[src/rtl/ic_test_sequencer.sv]
// Logic-IC tester sequencer: decodes the part number, walks the four 2-input
// vectors across every gate, samples synchronised outputs and reports a verdict.
//
// state  | meaning
// IDLE   | waiting for start, results held
// DECODE | map latched number to gate function and active mask
// APPLY  | drive pins for vector k
// SETTLE | wait SETTLE_CYCLES for pins and synchroniser
// SAMPLE | compare synchronised outputs, accumulate errors
// REPORT | publish verdict, pulse done, release pins
module ic_test_sequencer #(
    parameter int SETTLE_CYCLES = 50,
    parameter int CNT_W         = 16
) (
    input  logic        clk,
    input  logic        Rkey,
    input  logic        start,
    input  logic [31:0] ic_number,
    input  logic [5:0]  gate_out,
    output logic [5:0]  drv_a,
    output logic [5:0]  drv_b,
    output logic        busy,
    output logic        done,
    output logic        unsupported,
    output logic [5:0]  pass_vec,
    output logic [5:0]  fail_vec,
    output logic        pass,
    output logic        fail
);

    typedef enum logic [2:0] {
        ST_IDLE,
        ST_DECODE,
        ST_APPLY,
        ST_SETTLE,
        ST_SAMPLE,
        ST_REPORT
    } state_t;

    typedef enum logic [2:0] {
        FN_NAND,
        FN_NOR,
        FN_NOT,
        FN_AND,
        FN_OR,
        FN_XOR
    } fn_t;

    localparam logic [CNT_W-1:0] CNT_LAST = CNT_W'(SETTLE_CYCLES - 1);
    localparam logic [5:0]       MASK_QUAD = 6'b001111;
    localparam logic [5:0]       MASK_HEX  = 6'b111111;

    state_t           state_q, state_d;
    fn_t              fn_q, fn_d;
    logic [31:0]      ic_q, ic_d;
    logic [5:0]       mask_q, mask_d;
    logic [1:0]       k_q, k_d;
    logic [CNT_W-1:0] cnt_q, cnt_d;
    logic [5:0]       sync1_q, sync2_q;
    logic [5:0]       err_q, err_d;
    logic [5:0]       drv_a_q, drv_a_d;
    logic [5:0]       drv_b_q, drv_b_d;
    logic             unsupported_q, unsupported_d;
    logic [5:0]       pass_vec_q, pass_vec_d;
    logic [5:0]       fail_vec_q, fail_vec_d;
    logic             pass_q, pass_d;
    logic             fail_q, fail_d;

    fn_t        fn_dec;
    logic       supported_dec;
    logic [5:0] mask_dec;
    logic [5:0] expect_w;

    always_comb begin
        fn_dec        = FN_AND;
        supported_dec = 1'b1;
        mask_dec      = MASK_QUAD;
        case (ic_q)
            32'd7400: fn_dec = FN_NAND;
            32'd7402: fn_dec = FN_NOR;
            32'd7404: begin
                fn_dec   = FN_NOT;
                mask_dec = MASK_HEX;
            end
            32'd7408: fn_dec = FN_AND;
            32'd7432: fn_dec = FN_OR;
            32'd7486: fn_dec = FN_XOR;
            default: begin
                supported_dec = 1'b0;
                mask_dec      = 6'd0;
            end
        endcase
    end

    // Expected response is derived from the pins actually being driven.
    always_comb begin
        expect_w = 6'd0;
        case (fn_q)
            FN_NAND: expect_w = ~(drv_a_q & drv_b_q);
            FN_NOR:  expect_w = ~(drv_a_q | drv_b_q);
            FN_NOT:  expect_w = ~drv_a_q;
            FN_AND:  expect_w = drv_a_q & drv_b_q;
            FN_OR:   expect_w = drv_a_q | drv_b_q;
            FN_XOR:  expect_w = drv_a_q ^ drv_b_q;
            default: expect_w = 6'd0;
        endcase
    end

    always_comb begin
        logic [5:0] err_new;
        logic [1:0] k_nxt;

        state_d       = state_q;
        fn_d          = fn_q;
        ic_d          = ic_q;
        mask_d        = mask_q;
        k_d           = k_q;
        cnt_d         = cnt_q;
        err_d         = err_q;
        drv_a_d       = drv_a_q;
        drv_b_d       = drv_b_q;
        unsupported_d = unsupported_q;
        pass_vec_d    = pass_vec_q;
        fail_vec_d    = fail_vec_q;
        pass_d        = pass_q;
        fail_d        = fail_q;
        err_new       = err_q | ((sync2_q ^ expect_w) & mask_q);
        k_nxt         = k_q + 2'd1;

        case (state_q)
            ST_IDLE: begin
                if (start) begin
                    ic_d          = ic_number;
                    unsupported_d = 1'b0;
                    pass_vec_d    = 6'd0;
                    fail_vec_d    = 6'd0;
                    pass_d        = 1'b0;
                    fail_d        = 1'b0;
                    state_d       = ST_DECODE;
                end
            end
            ST_DECODE: begin
                fn_d   = fn_dec;
                mask_d = mask_dec;
                if (!supported_dec) begin
                    unsupported_d = 1'b1;
                    state_d       = ST_REPORT;
                end else begin
                    k_d     = 2'd0;
                    cnt_d   = '0;
                    err_d   = 6'd0;
                    drv_a_d = 6'd0;
                    drv_b_d = 6'd0;
                    state_d = ST_APPLY;
                end
            end
            ST_APPLY: begin
                cnt_d   = '0;
                state_d = ST_SETTLE;
            end
            ST_SETTLE: begin
                if (cnt_q == CNT_LAST) begin
                    cnt_d   = '0;
                    state_d = ST_SAMPLE;
                end else begin
                    cnt_d = cnt_q + CNT_W'(1);
                end
            end
            ST_SAMPLE: begin
                err_d = err_new;
                if (k_q == 2'd3) begin
                    drv_a_d    = 6'd0;
                    drv_b_d    = 6'd0;
                    pass_vec_d = mask_q & ~err_new;
                    fail_vec_d = mask_q & err_new;
                    pass_d     = (mask_q != 6'd0) && ((err_new & mask_q) == 6'd0);
                    fail_d     = |(err_new & mask_q);
                    state_d    = ST_REPORT;
                end else begin
                    k_d     = k_nxt;
                    drv_a_d = {6{k_nxt[1]}} & mask_q;
                    drv_b_d = (fn_q == FN_NOT) ? 6'd0 : ({6{k_nxt[0]}} & mask_q);
                    state_d = ST_APPLY;
                end
            end
            ST_REPORT: begin
                drv_a_d = 6'd0;
                drv_b_d = 6'd0;
                state_d = ST_IDLE;
            end
            default: state_d = ST_IDLE;
        endcase
    end

    always_ff @(posedge clk or negedge Rkey) begin
        if (!Rkey) begin
            state_q       <= ST_IDLE;
            fn_q          <= FN_AND;
            ic_q          <= 32'd0;
            mask_q        <= 6'd0;
            k_q           <= 2'd0;
            cnt_q         <= '0;
            sync1_q       <= 6'd0;
            sync2_q       <= 6'd0;
            err_q         <= 6'd0;
            drv_a_q       <= 6'd0;
            drv_b_q       <= 6'd0;
            unsupported_q <= 1'b0;
            pass_vec_q    <= 6'd0;
            fail_vec_q    <= 6'd0;
            pass_q        <= 1'b0;
            fail_q        <= 1'b0;
        end else begin
            state_q       <= state_d;
            fn_q          <= fn_d;
            ic_q          <= ic_d;
            mask_q        <= mask_d;
            k_q           <= k_d;
            cnt_q         <= cnt_d;
            sync1_q       <= gate_out;
            sync2_q       <= sync1_q;
            err_q         <= err_d;
            drv_a_q       <= drv_a_d;
            drv_b_q       <= drv_b_d;
            unsupported_q <= unsupported_d;
            pass_vec_q    <= pass_vec_d;
            fail_vec_q    <= fail_vec_d;
            pass_q        <= pass_d;
            fail_q        <= fail_d;
        end
    end

    assign busy        = (state_q == ST_DECODE) || (state_q == ST_APPLY) ||
                         (state_q == ST_SETTLE) || (state_q == ST_SAMPLE);
    assign done        = (state_q == ST_REPORT);
    assign drv_a       = drv_a_q;
    assign drv_b       = drv_b_q;
    assign unsupported = unsupported_q;
    assign pass_vec    = pass_vec_q;
    assign fail_vec    = fail_vec_q;
    assign pass        = pass_q;
    assign fail        = fail_q;

endmodule

[config.mk]
export PLATFORM = sky130hd
export DESIGN_NAME = ic_test_sequencer
export DESIGN_NICKNAME = d
export VERILOG_FILES = /design/src/rtl/ic_test_sequencer.sv
export SDC_FILE = /design/constraint.sdc
export NUM_CORES = 1
export LEC_CHECK = 0
export ABC_AREA = 1
export BUFFER_PORTS_ARGS = -buffer_cell sky130_fd_sc_hd__buf_4
export CAP_MARGIN = 15
export CELL_PAD_IN_SITES_DETAIL_PLACEMENT = 1
export CELL_PAD_IN_SITES_GLOBAL_PLACEMENT = 2
export CORE_MARGIN = 4
export CORE_UTILIZATION = 36
export DETAILED_ROUTE_END_ITERATION = 10
export GPL_ROUTABILITY_DRIVEN = 0
export PLACE_DENSITY_LB_ADDON = 0.1
export SLEW_MARGIN = 20
export SYNTH_ARGS = -nofsm -noshare
export SYNTH_HDL_FRONTEND = slang
export SYNTH_SLANG_ARGS = --single-unit
[constraint.sdc]
create_clock -name clk -period 4.3 [get_ports clk]
set_input_delay 0.43 -clock clk [delete_from_list [all_inputs] [get_ports clk]]
set_output_delay 0.43 -clock clk [all_outputs]
set_load 0.03 [all_outputs]
==> results.sh, run 1 <==
export IMPL_clk_pin_slew_worst_paths_ns=0.07
export IMPL_ctsResizeCount=0
export IMPL_htreeDepth=3
export IMPL_cp_end_kind="register"
export IMPL_grt_pass1_vias=4370
export IMPL_cts_tree="done"
export IMPL_routed_top_layer="met4"
export IMPL_slew_limit_headroom=0.383
export IMPL_syn_inst=602
export IMPL_drt_iter0_drc=158
export IMPL_finalCriticalPeriod_ns=2.13
export IMPL_hold_violations=0
export IMPL_synth_area_leaders="dfrtp_1 (48%), nand2_1 (16%), inv_1 (5.1%)"
export IMPL_grt_overflow_total=0
export IMPL_vias_per_cell=4.83
export IMPL_synth_edf_count=0
export IMPL_core_mm2=0.0128
export IMPL_met2_length_um=6400
export IMPL_peakVddDrop_mv=0.247
export IMPL_synth_most_common_cell="nand2_1"
export IMPL_start_util=0.374
export IMPL_setup_ws_ns=2.17
export IMPL_netlist_top_cells_count="nand2_1 (209), dfrtp_1 (93), inv_1 (65)"
export IMPL_max_slew_worst_pin_slew_ns=0.921
export IMPL_syn_nets=650
export IMPL_path_max_fanout=41
export IMPL_area_growth_pct=20.5
export IMPL_wire_per_inst_um=14.7
export IMPL_postCtsSetupBuffers=0
export IMPL_synth_cell_types=43
export IMPL_finalMaxSlewViolations=0
export IMPL_whs_ns=0.179
export IMPL_worstHoldPathType="in -> async"
export IMPL_hpwl_um=8990
export IMPL_grt_pass1_wl_um=20700
export IMPL_status="finished clean"
export IMPL_die_area_mm2=0.0152
export IMPL_worst_setup_path_start_kind="register"
export IMPL_rsz0062_at_grt="no"
export IMPL_fin_worst_skew_ns=0.00654
export IMPL_hold_buffers=0
export IMPL_clockRootBuffer="clkbuf_16"
export IMPL_grt_max_degree=65
export IMPL_slowest_stage="inv_1"
export IMPL_dr_pass1_iters=4
export IMPL_slowest_delay_ns=0.43
export IMPL_post_place_ws_ns=2.17
export IMPL_yosysWarnings=0
export IMPL_syn_area_mm2=0.00480
export IMPL_yosysTopAreaCell="dfrtp_1"
export IMPL_wl_met1_um=5490
export IMPL_required_ns=4.54
export IMPL_seq_area_frac_synth=0.496
export IMPL_clock_latency_ns=0.35
export IMPL_leakagePower_uw=0.00297
export IMPL_layout_nets=713
export IMPL_die_h_um=123
export IMPL_path_class="reg -> reg"
export IMPL_crit_chain="nor2_1, inv_2, nor2_1, inv_1, nor2_2, buf_4, inv_1, nand2_1, nand2_1"
export IMPL_cts_sinks=95
export IMPL_fin_crit_sh=0.495
export IMPL_cts_buffers=9
export IMPL_r2r_cells=9
export IMPL_cts_buffer_depth=2
export IMPL_place_port_buffers=69
export IMPL_ant_nets=0
export IMPL_syn_avg_cell_area_um2=7.97
export IMPL_layout_drive_gt1_share=0.184
export IMPL_utilization=0.451
export IMPL_synth_top_area_frac=0.485
export IMPL_grt_usage=0.175
export IMPL_power_density_mw_per_mm2=546
export IMPL_vias=4061
export IMPL_antenna_found_initial=0
export IMPL_cp_arrival_ns=2.37
export IMPL_synth_seq_cells=95
export IMPL_io_pins=70
export IMPL_setup_viol=0
export IMPL_die_x_um=123
export IMPL_synth_ff_type="dfrtp_1"
export IMPL_insertedDiodeCount=0
export IMPL_met3_length_um=329
export IMPL_rows=41
export IMPL_setup_tns_final_ns=0
export IMPL_routed_wirelength_um=12300
export IMPL_maxCapViolations=0
export IMPL_fmax_mhz=470
export IMPL_synthArstFlopShare=1.00
export IMPL_remaining_drc_errors=0
-- placed cells by master, fill, tap and decap left out, types with 3 or more instances in the layout --
master       n
dfrtp_1     93
nand2_2      3
nand4_1     15
xor2_1       6
clkbuf_16    9
nor2_1      46
ha_1         7
nand2_1    209
nor3_2       3
inv_1       65
inv_2        7
a22o_1       4
buf_4       71
nor2_2       7
or2_2        4
bufinv_16    3
o21ai_1     12
a21oi_1      8
o21ai_0     22
nand3_1     37
nor3_1       5
nand3b_1     4
-- registers in the layout, summed over array words and instances, names as in the netlist --
name         flops
ic_q            32
cnt_q           16
err_q            6
fail_vec         6
pass_vec         6
sync1_q          6
sync2_q          6
fn_q             3
state_q          3
drv_a            2
drv_b            2
k_q              2
mask_q           2
fail             1
pass             1
unsupported      1
-- critical path: cells and delay by family (launching register included) --
kind                   cells  cell delay, ns
flip-flops                 1            0.42
buffers and inverters      4            0.92
AND/OR/NAND/NOR            5            0.68
-- through the flow --
| step | instance area (µm²) | total power [µW] | instances |
|---|---|---|---|
| after floorplan | 4800 | 1940 | 602 |
| after global placement | 5440 | 2210 | 826 |
| after detailed placement | 5440 | 2260 | 826 |
| after CTS | 5780 | 3220 | 841 |
| after global routing | 5780 | 3390 | 841 |
| final | 5780 | 3160 | 841 |
-- layer usage --
layer,vias up,global-route usage
li1,2027,-
met1,1982,0.212
met2,44,0.311
met3,8,0.0471
met4,0,0.0374
met5,-,0
-- final cells by class --
type	instances	area [µm²]
multi-input cells	416	2040
repair buffers	71	533
flip-flops and latches	95	2380
clock buffers	10	239
clock inverters	5	106
inverters	72	270
fillers	1570	7040
well taps	172	215
-- report_power, final --
group	internal (µW)	total, µW	leakage (µW)	switching, µW
clock network	582	936	0.000165	354
logic	310	961	0.00158	651
registers	1110	1260	0.00123	157
-- worst paths after layout --
| kind | slack [ns] | end | start |
|---|---|---|---|
| max in group asynchronous | 3.15 | state_q[0]$_DFFE_PN0P_ | Rkey |
| hold / removal | 0.18 | ic_q[0]$_DFFE_PN0P_ | Rkey |
| hold reg to reg | 0.35 | sync2_q[2]$_DFF_PN0_ | sync1_q[2]$_DFF_PN0_ |
| setup reg to reg | 2.17 | ic_q[11]$_DFFE_PN0P_ | state_q[0]$_DFFE_PN0P_ |
| setup / recovery | 2.17 | ic_q[11]$_DFFE_PN0P_ | state_q[0]$_DFFE_PN0P_ |
| min in group clk | 0.18 | sync1_q[1]$_DFF_PN0_ | gate_out[1] |
-- cells by family (layout without fill, tap and decap cells) --
| logic type | Yosys count | count (layout) | share of synthesized area |
|---|---|---|---|
| adders and majority gates | 7 | 7 | 0.0182 |
| AOI/OAI and AO/OA | 55 | 55 | 0.0675 |
| DFF | 95 | 95 | 0.496 |
| xor gates and xnor gates | 7 | 7 | 0.0128 |
| and+or+nand+nor | 347 | 347 | 0.326 |
| buffers and inverters | 91 | 158 | 0.0798 |
Note: power is estimated with default switching activity, not from simulation.
==> run 2, diff against run 1 <==
--- a/config.mk
+++ b/config.mk
@@ -5,13 +5,13 @@
 export SDC_FILE = /design/constraint.sdc
 export NUM_CORES = 1
 export LEC_CHECK = 0
-export ABC_AREA = 1
+export ABC_AREA = 0
 export BUFFER_PORTS_ARGS = -buffer_cell sky130_fd_sc_hd__buf_4
 export CAP_MARGIN = 15
 export CELL_PAD_IN_SITES_DETAIL_PLACEMENT = 1
 export CELL_PAD_IN_SITES_GLOBAL_PLACEMENT = 2
 export CORE_MARGIN = 4
-export CORE_UTILIZATION = 36
+export CORE_UTILIZATION = 37
 export DETAILED_ROUTE_END_ITERATION = 10
 export GPL_ROUTABILITY_DRIVEN = 0
 export PLACE_DENSITY_LB_ADDON = 0.1
==> constraint.sdc (replaced) <==
create_clock -name clk -period 2.06 [get_ports clk]
set_input_delay 0.206 -clock clk [delete_from_list [all_inputs] [get_ports clk]]
set_output_delay 0.206 -clock clk [all_outputs]
set_load 0.03 [all_outputs]
==> run 2 against run 1 <==
The flow now finishes with violations (negative setup slack). Setup slack got worse by 2.2 ns. Routed wire length fell by 7.7%. Design area is 2.5% higher. Cell count down 21%. Sequential share of layout area is 0.94 points lower. Critical path depth is 2 lower. Power grew 120%. Worst hold slack got worse by 0.11 ns. Synthesized cell count shrank 32%. Maximum frequency increased by 2.0%. Non-clock buffer count up 51. Highest routed layer unchanged.
==> results.sh, run 2 <==
export IMPL_syn_avg_cell_area_um2=10.9
export IMPL_yosysTopAreaCell="dfrtp_1"
export IMPL_vias=3562
export IMPL_required_ns=2.28
export IMPL_cts_tree="done"
export IMPL_seq_area_frac_synth=0.537
export IMPL_hold_violations=0
export IMPL_vias_per_cell=5.36
export IMPL_rows=39
export IMPL_dr_pass1_iters=4
export IMPL_fin_worst_skew_ns=0.00719
export IMPL_remaining_drc_errors=0
export IMPL_final_cell_mix="buf_4 (110), dfrtp_1 (90), nand2_1 (37)"
export IMPL_path_max_fanout=8
export IMPL_synth_ff_type="dfrtp_1"
export IMPL_grt_usage=0.172
export IMPL_synth_area_leaders="dfrtp_1 (53%), mux2_2 (7.9%), nand2_1 (3.2%)"
export IMPL_grt_overflow_total=0
export IMPL_nFillCells=1258
export IMPL_worstHoldPathType="in -> reg"
export IMPL_finalMaxSlewViolations=0
export IMPL_io_pins=70
export IMPL_r2r_cells=7
export IMPL_synth_cell_types=53
export IMPL_clk_pin_slew_worst_paths_ns=0.06
export IMPL_r2r_end="cnt_q[9]$_DFFE_PN0P_"
export IMPL_synth_top_area_frac=0.525
export IMPL_final_common_cell="buf_4"
export IMPL_maxCapViolations=0
export IMPL_layout_nets=564
export IMPL_synth_edf_count=0
export IMPL_grt_pass1_vias=3887
export IMPL_cts_buffer_depth=2
export IMPL_path_class="reg -> reg"
export IMPL_cts_sinks=95
export IMPL_cp_end_kind="register"
export IMPL_synth_most_common_cell="dfrtp_1"
export IMPL_whs_ns=0.0672
export IMPL_antenna_found_initial=0
export IMPL_clockRootBuffer="clkbuf_16"
export IMPL_yosysWarnings=0
export IMPL_regMostFlops="ic_q"
export IMPL_drt_iter0_drc=163
export IMPL_setup_viol=3
export IMPL_die_h_um=117
export IMPL_synth_seq_cells=95
export IMPL_rsz0062_at_grt="yes"
export IMPL_grt_pass1_wl_um=19500
export IMPL_syn_inst=407
export IMPL_place_port_buffers=69
export IMPL_multi_input_area_mm2=0.00205
export IMPL_htreeDepth=3
export IMPL_core_mm2=0.0116
export IMPL_cp_startpoint="ic_q[14]$_DFFE_PN0P_"
export IMPL_slew_limit_headroom=0.583
export IMPL_layout_drive_gt1_share=0.393
export IMPL_power_density_mw_per_mm2=1190
export IMPL_setup_ws_ns=-0.0280
export IMPL_start_util=0.383
export IMPL_cts_buffers=9
export IMPL_worst_setup_path_start_kind="register"
export IMPL_insertedDiodeCount=0
export IMPL_area_growth_pct=33.8
export IMPL_finalCriticalPeriod_ns=2.09
export IMPL_cp_arrival_ns=2.31
export IMPL_leakagePower_uw=0.00269
export IMPL_grt_max_degree=35
export IMPL_die_x_um=117
export IMPL_wire_per_inst_um=17.1
export IMPL_netlist_top_cells_count="dfrtp_1 (93), nand2_1 (38), mux2_2 (31), nor2_1 (31), o21ai_0 (27)"
export IMPL_syn_nets=455
export IMPL_endpoint="cnt_q[9]$_DFFE_PN0P_"
export IMPL_synthArstFlopShare=1.00
export IMPL_status="complete, but fails checks"
export IMPL_hpwl_um=8170
export IMPL_post_place_ws_ns=-0.129
export IMPL_largestRegisters="ic_q: 32 flops, cnt_q: 16 flops"
export IMPL_fmax_mhz=479
export IMPL_register_area_mm2=0.00238
export IMPL_peakVddDrop_mv=0.526
export IMPL_clock_latency_ns=0.35
export IMPL_ff2ff_setup_slack_ns=-0.03
export IMPL_fin_crit_sh=1.01
export IMPL_die_area_mm2=0.0138
export IMPL_syn_area_mm2=0.00443
export IMPL_rr_startpoint="ic_q[14]$_DFFE_PN0P_"
export IMPL_max_slew_worst_pin_slew_ns=0.625
export IMPL_routed_wirelength_um=11400
export IMPL_largest_register_ffs=32
export IMPL_ant_nets=0
export IMPL_violations="negative setup slack"
==> run 2: cell types whose count changed after synthesis, moves of 7 or more <==
cell     before  now
inv_2         7    0
a31oi_1       0    8
nand3_1      37   10
nor4_1        2   12
and3_1        0   10
mux2_2        0   31
nand2_1     209   38
nor2_1       47   31
nand4_1      15    6
o21ai_1      12    5
inv_1        65   12
==> run 2: kinds of logic after synthesis <==
family,Yosys count,share of synthesized area
flops,95,0.537
simple gates,140,0.168
buf+inv,36,0.0404
mux,35,0.0878
fa+ha+maj,7,0.0198
xor+xnor,7,0.0138
compound gates,87,0.133
==> run 2: area by class of cell <==
cell class,instances,area share
clock buffer,10,0.0386
clock inverter,6,0.00992
inverter,12,0.00760
multi-input combinational,276,0.346
sequential,95,0.402
tap,143,0.0302
timing repair buffer,122,0.166
==> run 2: per-stage QoR <==
stage / instance area (µm²) / power (µW) / TNS (ns) / std cells / util
floorplan: 4460 / 4280 / 0 / 407 / -
global placement: 5350 / 5130 / -0.0819 / 636 / 0.463
detailed placement: 5350 / 5230 / -0.623 / 636 / 0.463
CTS: 5760 / 7010 / -0.383 / 661 / 0.498
global route: 5930 / 7490 / -1.55 / 664 / 0.513
finish: 5930 / 7040 / -0.0492 / 664 / 0.513
==> run 2: worst min-delay path by stage <==
stage | from | to | cells after the start
after detailed placement | Rkey | drv_a[4]$_DFFE_PN0P_ | 1
after floorplan | Rkey | cnt_q[0]$_DFFE_PN0P_ | 0
after global placement | Rkey | drv_a[4]$_DFFE_PN0P_ | 1
after global routing | ic_number[18] | ic_q[18]$_DFFE_PN0P_ | 2
after CTS | ic_number[4] | ic_q[4]$_DFFE_PN0P_ | 3
final | ic_number[4] | ic_q[4]$_DFFE_PN0P_ | 3
==> run 2: per-layer routing <==
metal  global-route usage  wire (µm)  share of wire  vias to the layer above
met5                    0          0              0                        -
met4               0.0447        176          0.015                        0
met3               0.0539        477          0.042                       17
met2                0.290       5640           0.50                       57
met1                0.215       5100           0.45                     1798
li1                     -          -              -                     1690
==> run 2: repair_timing <==
action	CTS	global route
pin swaps	10	14
gates cloned	1	0
resized for setup	18	33
setup buffers	1	3
endpoints found under the hold margin	35	0
hold buffers	7	0
setup endpoints to repair	18	39
==> run 2: worst max-delay path: stages, from the launching register on <==
cell       delay, ns
dfrtp_1         0.38
or4b_4          0.57
nor4_4          0.24
a22o_2          0.21
a41oi_4         0.16
clkbuf_16       0.21
o21ai_2         0.12
o41ai_2         0.08
==> run 2: power by group <==
group | total (µW) | switching (µW) | internal, µW | leakage (µW)
Combinational | 2580 | 1320 | 1250 | 0.00135
Sequential | 2800 | 422 | 2380 | 0.00119
Clock | 1660 | 719 | 937 | 0.000146
